==> src/rtl/score_plotter.sv <==
// Paints the latched two-digit glyph map onto the VGA plot port, one pixel per
// clock, writing every cell as foreground or background so a redraw erases the last score.
module score_plotter #(
  parameter logic [7:0]  X0        = 8'd8,
  parameter logic [6:0]  Y0        = 7'd4,
  parameter int unsigned SCALE     = 2,
  parameter logic [2:0]  FG_COLOUR = 3'b111,
  parameter logic [2:0]  BG_COLOUR = 3'b000
) (
  input  logic        clk,
  input  logic        resetn,
  input  logic        start,
  input  logic [29:0] map,
  output logic [7:0]  x,
  output logic [6:0]  y,
  output logic [2:0]  colour,
  output logic        plot,
  output logic        busy,
  output logic        done
);

  typedef enum logic [1:0] {IDLE, DRAW, DONE} state_t;

  localparam logic [1:0] SMAX = 2'(SCALE - 1);

  state_t      state, state_n;
  logic [29:0] snap, snap_n;
  logic        digit, digit_n;
  logic [2:0]  row, row_n;
  logic [1:0]  col, col_n, sx, sx_n, sy, sy_n;
  logic [7:0]  x_n;
  logic [6:0]  y_n;
  logic [2:0]  colour_n;
  logic        plot_n, busy_n, done_n;

  logic [7:0]  px;
  logic [6:0]  py;
  logic [4:0]  bit_idx;
  logic        sx_last, col_last, sy_last, row_last;

  // Sums are formed directly at output width; this equals 9-bit arithmetic truncated.
  always_comb begin
    px       = X0 + (digit ? 8'(4 * SCALE) : 8'd0) + 8'(col) * 8'(SCALE) + 8'(sx);
    py       = Y0 + 7'(row) * 7'(SCALE) + 7'(sy);
    bit_idx  = (digit ? 5'd0 : 5'd15) + 5'(row) * 5'd3 + 5'(col);
    sx_last  = (sx == SMAX);
    col_last = (col == 2'd2);
    sy_last  = (sy == SMAX);
    row_last = (row == 3'd4);
  end

  always_comb begin
    state_n  = state;
    snap_n   = snap;
    digit_n  = digit;
    row_n    = row;
    col_n    = col;
    sx_n     = sx;
    sy_n     = sy;
    x_n      = x;
    y_n      = y;
    colour_n = colour;
    plot_n   = 1'b0;
    busy_n   = busy;
    done_n   = 1'b0;
    case (state)
      IDLE: begin
        if (start) begin
          state_n = DRAW;
          snap_n  = map;
          digit_n = 1'b0;
          row_n   = '0;
          col_n   = '0;
          sx_n    = '0;
          sy_n    = '0;
          busy_n  = 1'b1;
        end
      end
      DRAW: begin
        plot_n   = 1'b1;
        x_n      = px;
        y_n      = py;
        colour_n = snap[bit_idx] ? FG_COLOUR : BG_COLOUR;
        // Odometer advance: sx, col, sy, row, digit; wrapping the digit ends the frame.
        if (!sx_last) begin
          sx_n = sx + 2'd1;
        end else begin
          sx_n = '0;
          if (!col_last) begin
            col_n = col + 2'd1;
          end else begin
            col_n = '0;
            if (!sy_last) begin
              sy_n = sy + 2'd1;
            end else begin
              sy_n = '0;
              if (!row_last) begin
                row_n = row + 3'd1;
              end else begin
                row_n = '0;
                if (!digit) begin
                  digit_n = 1'b1;
                end else begin
                  digit_n = 1'b0;
                  state_n = DONE;
                end
              end
            end
          end
        end
      end
      DONE: begin
        busy_n  = 1'b0;
        done_n  = 1'b1;
        state_n = IDLE;
      end
      default: state_n = IDLE;
    endcase
  end

  always_ff @(posedge clk or negedge resetn) begin
    if (!resetn) begin
      state  <= IDLE;
      snap   <= '0;
      digit  <= 1'b0;
      row    <= '0;
      col    <= '0;
      sx     <= '0;
      sy     <= '0;
      x      <= '0;
      y      <= '0;
      colour <= '0;
      plot   <= 1'b0;
      busy   <= 1'b0;
      done   <= 1'b0;
    end else begin
      state  <= state_n;
      snap   <= snap_n;
      digit  <= digit_n;
      row    <= row_n;
      col    <= col_n;
      sx     <= sx_n;
      sy     <= sy_n;
      x      <= x_n;
      y      <= y_n;
      colour <= colour_n;
      plot   <= plot_n;
      busy   <= busy_n;
      done   <= done_n;
    end
  end

endmodule

==> config.mk <==
export PLATFORM = sky130hd
export DESIGN_NAME = score_plotter
export DESIGN_NICKNAME = d
export VERILOG_FILES = /design/src/rtl/score_plotter.sv
export SDC_FILE = /design/constraint.sdc
export NUM_CORES = 1
export LEC_CHECK = 0
export BUFFER_PORTS_ARGS = -buffer_cell sky130_fd_sc_hd__buf_2
export CAP_MARGIN = 20
export CORE_MARGIN = 5
export CORE_UTILIZATION = 40
export CTS_CLUSTER_DIAMETER = 150
export DETAILED_ROUTE_END_ITERATION = 10
export GPL_TIMING_DRIVEN = 0
export PLACE_DENSITY = 0.64
export RECOVER_POWER = 25
export SLEW_MARGIN = 10
export SYNTH_ARGS = -nofsm -noshare
export SYNTH_HDL_FRONTEND = slang
export SYNTH_SLANG_ARGS = --single-unit
==> constraint.sdc <==
create_clock -name clk -period 3.9 [get_ports clk]
set_input_delay 0.39 -clock clk [delete_from_list [all_inputs] [get_ports clk]]
set_output_delay 0.39 -clock clk [all_outputs]
set_load 0.01 [all_outputs]
Yosys cells after proc, flatten, opt, wreduce, memory -nomap -nowiden
Cells that the tools add are included.

Eq/ne operators: 12. $lt $le $gt $ge: 1. $add $sub $neg: 11. Multiplexer cells: 39. Reduce and logical (&&, ||, !) cells: 11. Multipliers: 1.

Operator list (number): 2-to-1 mux 2 bit (13); 2-to-1 mux 3 bit (6); case mux 2 bit (2 select lines) (4); != test 2 bit, second input constant (6); AND reduction 6 bit (2); 2-to-1 mux 1 bit (10); 2-to-1 mux 4 bit (2); adder 6 x 2 -> 7 bit (1); adder 2 x 1 -> 2 bit, second input constant (3); adder 5 x 2 -> 6 bit (1); adder 5 x 3 -> 6 bit (1); == test 2 x 1 -> 1 bit, second input constant (3); less-than comparator 5 x 6 -> 1 bit, second input constant (1); case mux 3 bit (2 select lines) (1); AND reduction 2 bit (3); adder 3 x 4 -> 5 bit, first input constant (1); adder 4 x 4 -> 5 bit, first input constant (1); adder 4 x 5 -> 5 bit (1); adder 5 x 2 -> 5 bit (1); binary-select mux 1 bit (select 5 bit) (1); multiplier 3 x 2 -> 5 bit, second input constant (1); AND reduction 5 bit (1); == test 2 bit, second input constant (2); case mux 1 bit (2 select lines) (2); 6 further kinds (7).

Logic and storage cells: 88. Register bits: 63. Output and inout port bits: 21. Bits of input ports: 33.

Logic depth before layout (Yosys ltp)
Gate-level depths: netlist of run 1.

Depth in word-level cells: 6. Mapped depth: 11. Gate-level depth less buffers: 10.

Worst setup path before layout of run 1
No wires, ideal clock.

Path kind: register to register. Start: register row[0]. End: register colour[1]. Buffers on the path: 1. Required time: 3.777 ns. Clock period less this slack: 3.038 ns. Setup slack: 0.862 ns. Stages on the path, launching flop included: 11. Library setup time: 0.123 ns. Data arrival time: 2.916 ns. Path through: dfrtp_1 > fa_1 > fa_1 > ha_1 > fa_1 > buf_2 > mux2i_1 > o32ai_1 > o21ai_0 > o2111ai_1 > o221a_1.

Cells in the longest elaborated chain, start to end: 6.

Ends and longest elaborated chain: start: declaration (line 29) `logic [2:0] row, row_n;`; start signal: assignment (line 140) `row <= row_n;`; multiplier 3 x 2 -> 5 bit (line 45) `bit_idx = (digit ? 5'd0 : 5'd15) + 5'(row) * 5'd3 + 5'(col);`; adder 4 x 5 -> 5 bit (line 45); adder 5 x 2 -> 5 bit (line 45); binary-select mux 1 bit (select 5 bit) (line 83) `colour_n = snap[bit_idx] ? FG_COLOUR : BG_COLOUR;`; 2-to-1 mux 1 bit (not written as such) (line 83); 2-to-1 mux 3 bit (line 83); end signal: assignment (line 146) `colour <= colour_n;`; end: declaration (line 16) `output logic [2:0] colour,`.

Every way passes these cells. The select of a mux whose other input is x is not followed. A chain may end at the register's enable or synchronous reset.

Worst setup path in the final report of run 1
Start: register col[1]. End: register colour[1].

Cells in the longest elaborated chain, start to end: 4.

Ends and longest elaborated chain: start: declaration (line 30) `logic [1:0] col, col_n, sx, sx_n, sy, sy_n;`; start signal: assignment (line 141) `col <= col_n;`; adder 5 x 2 -> 5 bit (line 45); binary-select mux 1 bit (select 5 bit) (line 83); 2-to-1 mux 1 bit (not written as such) (line 83); 2-to-1 mux 3 bit (line 83).

Every way passes these cells. The select of a mux whose other input is x is not followed.

==> results.ini, run 1 <==
[pwr]
power.switching_mw=1.14
p_comb_share_pct=51.9
power_density_mw_per_mm2=847
vdd_drop_max_mv=0.294
intPower_mw=1.70
p_sw_share_pct=40.0
power.leakage_nw=1.75
seqPwrFrac_pct=34.3
clkPwrFrac_pct=13.9

[final_layout]
n_antenna_cell=0
fill_cells=670
drive_above_1_share_pct=19.2
syn_to_final_growth_pct=17.1
nNetsFinal=406

[drt]
detail-route-antenna-nets=0
dr.pass1.iters=4
viasPerCell=4.73
wl_per_cell_microns=12.5
drc=0
wl_microns=5650
vias=2133
drt_iter0_drc=127

[run_status]
status=finished, violations left
violations=capacitance limit, slew limit

[synthesis]
synth_xor_area_share_pct=1.22
syn_area_sq_mm=0.00286
synth-simple-area-share_pct=20.2
synth_mux_area_share_pct=7.26
yosys.cell_types.count=37
avgSynthCellArea_sq_um=9.70
synth_top_family_by_area=simple AND/OR/NAND/NOR gates
ys_seq_area_share_pct=49.0
synth_seq_cells=56
synth_flop_cell=dfrtp_1
synth_compound_area_share_pct=7.47
synthAdderAreaFrac_pct=9.62
synth_cells=295
yosysWarnings=0
synth_edf_count=0
async_flop_share_pct=100

[global_routing]
grt-ovfl-total=0
grt_pass1_wl_microns=9920
grtUsageTotal_pct=13.9
grt_pass1_vias=2189
grt_start_max_net_pins=57
antenna_found_initial=0

[setup_path]
critPathKind=reg2reg
startpoint_type=flop
required_ns=4.10
rrSetupSlack_ns=0.63
crit_arrival_ns=3.47
endpoint_kind=flop
critical_path_peak_fanout=8
rr_worst_depth=10

[timing]
relSlewSlack_pct=-95.6
max_slew.worst_pin.slew_ns=2.93
min_period_over_period_pct=83.8
finalMaxSlewViolations=57
setup_slack_ns=0.631
setup_viol=0
finClkSkew_ns=0.00543
max_freq_ghz=0.306
hold_violations=0
fin_tns_setup_ns=0
finalCriticalPeriod_ns=3.27
rsz0062_at_grt=no

[cts]
cts_num_sinks=56
htree_levels=2
clk-insertion-delay-late_ns=0.31
postCtsHoldBufs=0
clockRootBuffer=clkbuf_8
cts_tree=yes
path_clk_slew_ns=0.11
clock_tree.buffer_depth=2
cts_buffers=5
ctsResizeCount=0
cts_setup_buffers=0

[placed_design]
place_hpwl_microns=4090
dp_slack_ns=0.653
gp_congestion=0.852
portBuffers=48

[hold_path]
hold_class=in2reg
hold_depth=3

[floorplanning]
dieArea_sq_mm=0.00895
initial_core_util_pct=41.7
core.rowCount=30
ioPinCount=54
die_h_microns=94.6
coreArea_sq_mm=0.00687
die_w_microns=94.6

[job]
maxCapViolCount=1

==> cells in the mapped netlist (2+ instances only) <==
| cell | n | area share (%) |
|---|---|---|
| a21o_1 | 3 | 0.79 |
| a21oi_1 | 4 | 0.70 |
| a22o_1 | 3 | 0.92 |
| buf_1 | 2 | 0.26 |
| buf_2 | 3 | 0.52 |
| buf_4 | 7 | 1.8 |
| clkbuf_1 | 8 | 1.0 |
| dfrtp_1 | 56 | 49 |
| fa_1 | 5 | 3.5 |
| ha_1 | 14 | 6.1 |
| inv_1 | 8 | 1.0 |
| mux2i_1 | 8 | 2.8 |
| mux4_1 | 4 | 3.7 |
| nand2_1 | 116 | 15 |
| nand2b_1 | 4 | 0.87 |
| nand3_1 | 4 | 0.70 |
| nand3b_1 | 3 | 0.79 |
| nand4_1 | 2 | 0.44 |
| nor2_1 | 4 | 0.52 |
| nor2b_1 | 2 | 0.44 |
| o2111ai_1 | 2 | 0.61 |
| o21ai_0 | 15 | 2.6 |
| xor2_1 | 4 | 1.2 |
==> kinds of logic (layout without fill, tap and decap cells) <==
family	Yosys count	in the layout
buffers and inverters	29	85
muxes	13	13
other	1	5
adders and majority gates	19	19
xor gates and xnor gates	4	4
DFF	56	56
and+or+nand+nor	140	140
AOI/OAI and AO/OA	33	33
==> sequential cells by signal, indices dropped and copies added, names as in the netlist <==
name and cells:
busy 1, col 2, colour 1, digit 1
done 1, plot 1, row 3, snap 30
state 2, sx 2, sy 2, x 5
y 5
==> area by class of cell <==
class | instances | area (sq um) | area share, %
multi-input cells | 214 | 1330 | 39.7
well taps | 96 | 120 | 3.58
clock inverters | 3 | 46.3 | 1.38
inverters | 8 | 30.0 | 0.896
clock buffers | 5 | 68.8 | 2.05
flip-flops and latches | 56 | 1400 | 41.8
plain buffers | 21 | 116 | 3.47
repair buffers | 48 | 239 | 7.13
==> power groups by stage <==
stage,Combinational (mW),Sequential [mW],Clock [mW]
6_report,1.47,0.973,0.394
4_1_cts,1.50,0.974,0.400
3_5_place_dp,1.49,0.984,0
5_1_grt,1.67,1.01,0.423
2_1_floorplan,1.13,0.972,0
3_3_place_gp,1.46,0.981,0
==> routing by layer <==
| metal | GRT usage [%] | part of all wire (%) | vias up |
|---|---|---|---|
| li1 | - | - | 1073 |
| met1 | 18.5 | 47 | 1019 |
| met2 | 22.9 | 48 | 34 |
| met3 | 2.55 | 3.7 | 7 |
| met4 | 4.57 | 1.3 | 0 |
| met5 | 0 | 0 | - |
==> placed cells by master, fill, tap and decap left out, types with 5 or more instances in the layout <==
master,synthesis,final
buf_2,3,50
buf_4,7,7
clkbuf_1,8,9
clkbuf_8,0,5
conb_1,1,5
dfrtp_1,56,56
fa_1,5,5
ha_1,14,14
inv_1,8,8
mux2i_1,8,8
nand2_1,116,116
o21ai_0,15,15
==> per-stage QoR <==
step	instances	hold WS [ns]	area [sq um]	util, %	total power [mW]
3_3_place_gp	443	0.450	3240	47.1	2.44
2_1_floorplan	299	0.0944	2880	-	2.10
5_1_grt	451	0.254	3350	48.8	3.10
3_5_place_dp	443	0.457	3240	47.2	2.47
6_report	451	0.256	3350	48.8	2.84
4_1_cts	451	0.152	3360	48.9	2.87
==> critical path, cell delays in order, from the launching register on <==
cell and delay, ns:
dfrtp_1 0.52, fa_1 0.50, fa_1 0.47, ha_1 0.24, fa_1 0.47, buf_2 0.21, mux2i_1 0.22, o32ai_1 0.10
o21ai_0 0.17, o2111ai_1 0.13, o221a_1 0.13
==> path summary, 6_finish.rpt <==
check	start	end
worst min register to register	snap[1]	snap[1]
worst max-delay path	col[1]	colour[1]
min in group asynchronous	resetn	x[2]
max in group asynchronous	resetn	snap[13]
worst min-delay path	map[20]	snap[20]
worst max register to register	col[1]	colour[1]
(Power assumes the default switching activity.)
==> inputs of run 2 (changes only) <==
--- a/config.mk
+++ b/config.mk
@@ -12,7 +12,7 @@
 export CTS_CLUSTER_DIAMETER = 150
 export DETAILED_ROUTE_END_ITERATION = 10
 export GPL_TIMING_DRIVEN = 0
-export PLACE_DENSITY = 0.64
+export PLACE_DENSITY = 0.66
 export RECOVER_POWER = 25
 export SLEW_MARGIN = 10
 export SYNTH_ARGS = -nofsm -noshare
==> constraint.sdc (replaced) <==
create_clock -name clk -period 2.7 [get_ports clk]
set_input_delay 0.27 -clock clk [delete_from_list [all_inputs] [get_ports clk]]
set_output_delay 0.27 -clock clk [all_outputs]
set_load 0.01 [all_outputs]
==> run 2 against run 1 <==
Non-clock buffer count grew 6. Largest cell class unchanged. Hold slack lost 0.12 ns. Critical path depth is the same. Die area is the same. Count of clock-buffer cells in the layout grew 1. Register-to-register slack lost 0.99 ns. Via count shrank 1.1%. The run ends with setup timing left. Final cell count grew 1.3%. Total power grew 50%. Sequential share of layout area shrank 0.36 points.
==> results.ini, run 2 (same netlist as run 1, synthesis figures left out) <==
[cts]
cts_buffers=5  ; unchanged
cts_tree=yes
clock_tree.buffer_depth=2  ; unchanged
htree_levels=2  ; unchanged
cts_num_sinks=56  ; unchanged
clk-insertion-delay-late_ns=0.31  ; about the same
clockRootBuffer=clkbuf_8
path_clk_slew_ns=0.10  ; about the same

[placed_design]
dp_slack_ns=-0.588  ; -1.24 ns
gp_congestion=0.870  ; +2.2%
place_area_sq_mm=0.00327  ; +0.81%
portBuffers=48  ; unchanged
place_hpwl_microns=4390  ; +7.3%
dp_cells=444  ; +0.23%

[floorplanning]
core.rowCount=30  ; unchanged
coreArea_sq_mm=0.00687  ; unchanged
die_h_microns=94.6  ; unchanged
dieArea_sq_mm=0.00895  ; unchanged
initial_core_util_pct=41.7  ; unchanged
die_w_microns=94.6  ; unchanged
ioPinCount=54  ; unchanged

[setup_path]
startpoint_type=flop
crit_arrival_ns=3.26  ; -0.21 ns
reg2reg_to=colour[1]
rr_worst_depth=10  ; unchanged
rr_startpoint=col[1]
rrSetupSlack_ns=-0.36  ; -0.99 ns
critPathKind=reg2reg
required_ns=2.90  ; -1.20 ns
critical_path_peak_fanout=6  ; -2
endpoint_kind=flop

[final_layout]
syn_to_final_growth_pct=18.3
fin_cells=457  ; +1.3%
drive_above_1_share_pct=19.9  ; +0.79 points
top_regs=snap (30), x (5), y (5)
largest_reg_flops=30  ; unchanged
regArea_sq_mm=0.00140  ; +0.18%
finish.utilization_pct=49.3  ; +0.51 points
n_antenna_cell=0  ; unchanged
fill_cells=667  ; -0.45%
final_cell_mix=nand2_1 (116), dfrtp_1 (54), buf_2 (44)
mostFrequentLayoutCell=nand2_1
nNetsFinal=412  ; +1.5%
multiInputGateArea_sq_mm=0.00134  ; +0.75%
final_design_area_no_fill_sq_mm=0.00339  ; +1.0%
top_register=snap

[timing]
min_period_over_period_pct=113  ; +29 points
hold_violations=0  ; unchanged
setup_viol=1  ; +1
max_slew.worst_pin.slew_ns=1.09  ; -1.84 ns
setup_slack_ns=-0.358  ; -0.989 ns
rsz0062_at_grt=yes
finClkSkew_ns=0.0107  ; +0.00523 ns
relSlewSlack_pct=27.4  ; +120 points
finalCriticalPeriod_ns=3.06  ; -0.211 ns
finalMaxSlewViolations=0  ; -100%
max_freq_ghz=0.327  ; +6.9%

[global_routing]
grt-ovfl-total=0  ; unchanged
grt_pass1_vias=2133  ; -2.6%
antenna_found_initial=0  ; unchanged
grtUsageTotal_pct=13.7  ; -0.18 points
grt_start_max_net_pins=38  ; -33%
grt_pass1_wl_microns=9630  ; -2.9%

[drt]
drt_iter0_drc=73  ; -43%
drc=0  ; unchanged
dr.pass1.iters=4  ; unchanged
wl_per_cell_microns=12.8  ; +2.0%
viasPerCell=4.61  ; -2.4%
wl_microns=5840  ; +3.4%
detail-route-antenna-nets=0  ; unchanged
vias=2109  ; -1.1%

[run_status]
violations=setup timing
status=finished, violations left

[hold_path]
worstHoldStart=map[0]
hold_end=snap[0]
hold_class=in2reg
hold_depth=3  ; unchanged

[pwr]
power.leakage_nw=1.76  ; +0.21%
vdd_drop_max_mv=0.431  ; +46%
power_mw=4.26  ; +50%
power_density_mw_per_mm2=1260  ; +48%

[job]
maxCapViolCount=0  ; -1

-- run 2: how the worst max path moves through the flow --
stage | start | depth (start not counted) | to | slack [ns]
floorplan | row[1] | 10 | colour[1] | -0.20
global placement | col[1] | 8 | colour[1] | -0.52
detailed placement | col[1] | 8 | colour[1] | -0.59
CTS | row[1] | 10 | colour[1] | -0.37
global route | col[1] | 10 | colour[1] | -0.44
finish | col[1] | 10 | colour[1] | -0.36
-- run 2: what timing repair did --
item	CTS	global route
hold endpoints to repair	19	0
buffers inserted	2	3
resized for setup	2	1
pin swaps	0	1
setup endpoints to repair	1	1
hold buffers	1	0
-- run 2: layer usage --
layer	vias to the layer above	track usage (%)	share of wire, %
met4	0	5.41	1.9
met1	977	17.7	46
met2	37	22.7	49
met3	10	2.71	3.7
li1	1085	-	-
met5	-	0	0
-- run 2: final cells by class --
type | count | area share, %
repair buffers | 55 | 8.42
clock buffers | 6 | 2.14
clock inverters | 2 | 0.480
well taps | 96 | 3.55
plain buffers | 20 | 3.51
flip-flops and latches | 56 | 41.4
inverters | 8 | 0.887
multi-input cells | 214 | 39.6
-- run 2: through the flow --
stage	hold slack (ns)	setup TNS [ns]
2_1_floorplan	-0.0256	-0.203
3_5_place_dp	0.261	-0.588
4_1_cts	0.126	-0.367
5_1_grt	0.136	-0.439
3_3_place_gp	0.450	-0.515
6_report	0.136	-0.358
-- run 2: worst max-delay path, cell delays in order, from the launching register on --
cell,delay (ns)
dfrtp_2,0.44
fa_1,0.56
fa_1,0.42
ha_2,0.20
fa_1,0.50
buf_6,0.12
mux2i_1,0.21
o32ai_2,0.10
o21ai_1,0.14
o2111ai_1,0.13
o221a_1,0.14
-- run 2: power by group --
part,total [mW],internal (mW),switching [mW]
logic,2.40,1.21,1.19
registers,1.40,1.18,0.216
clock network,0.458,0.185,0.273
total,4.26,2.58,1.68
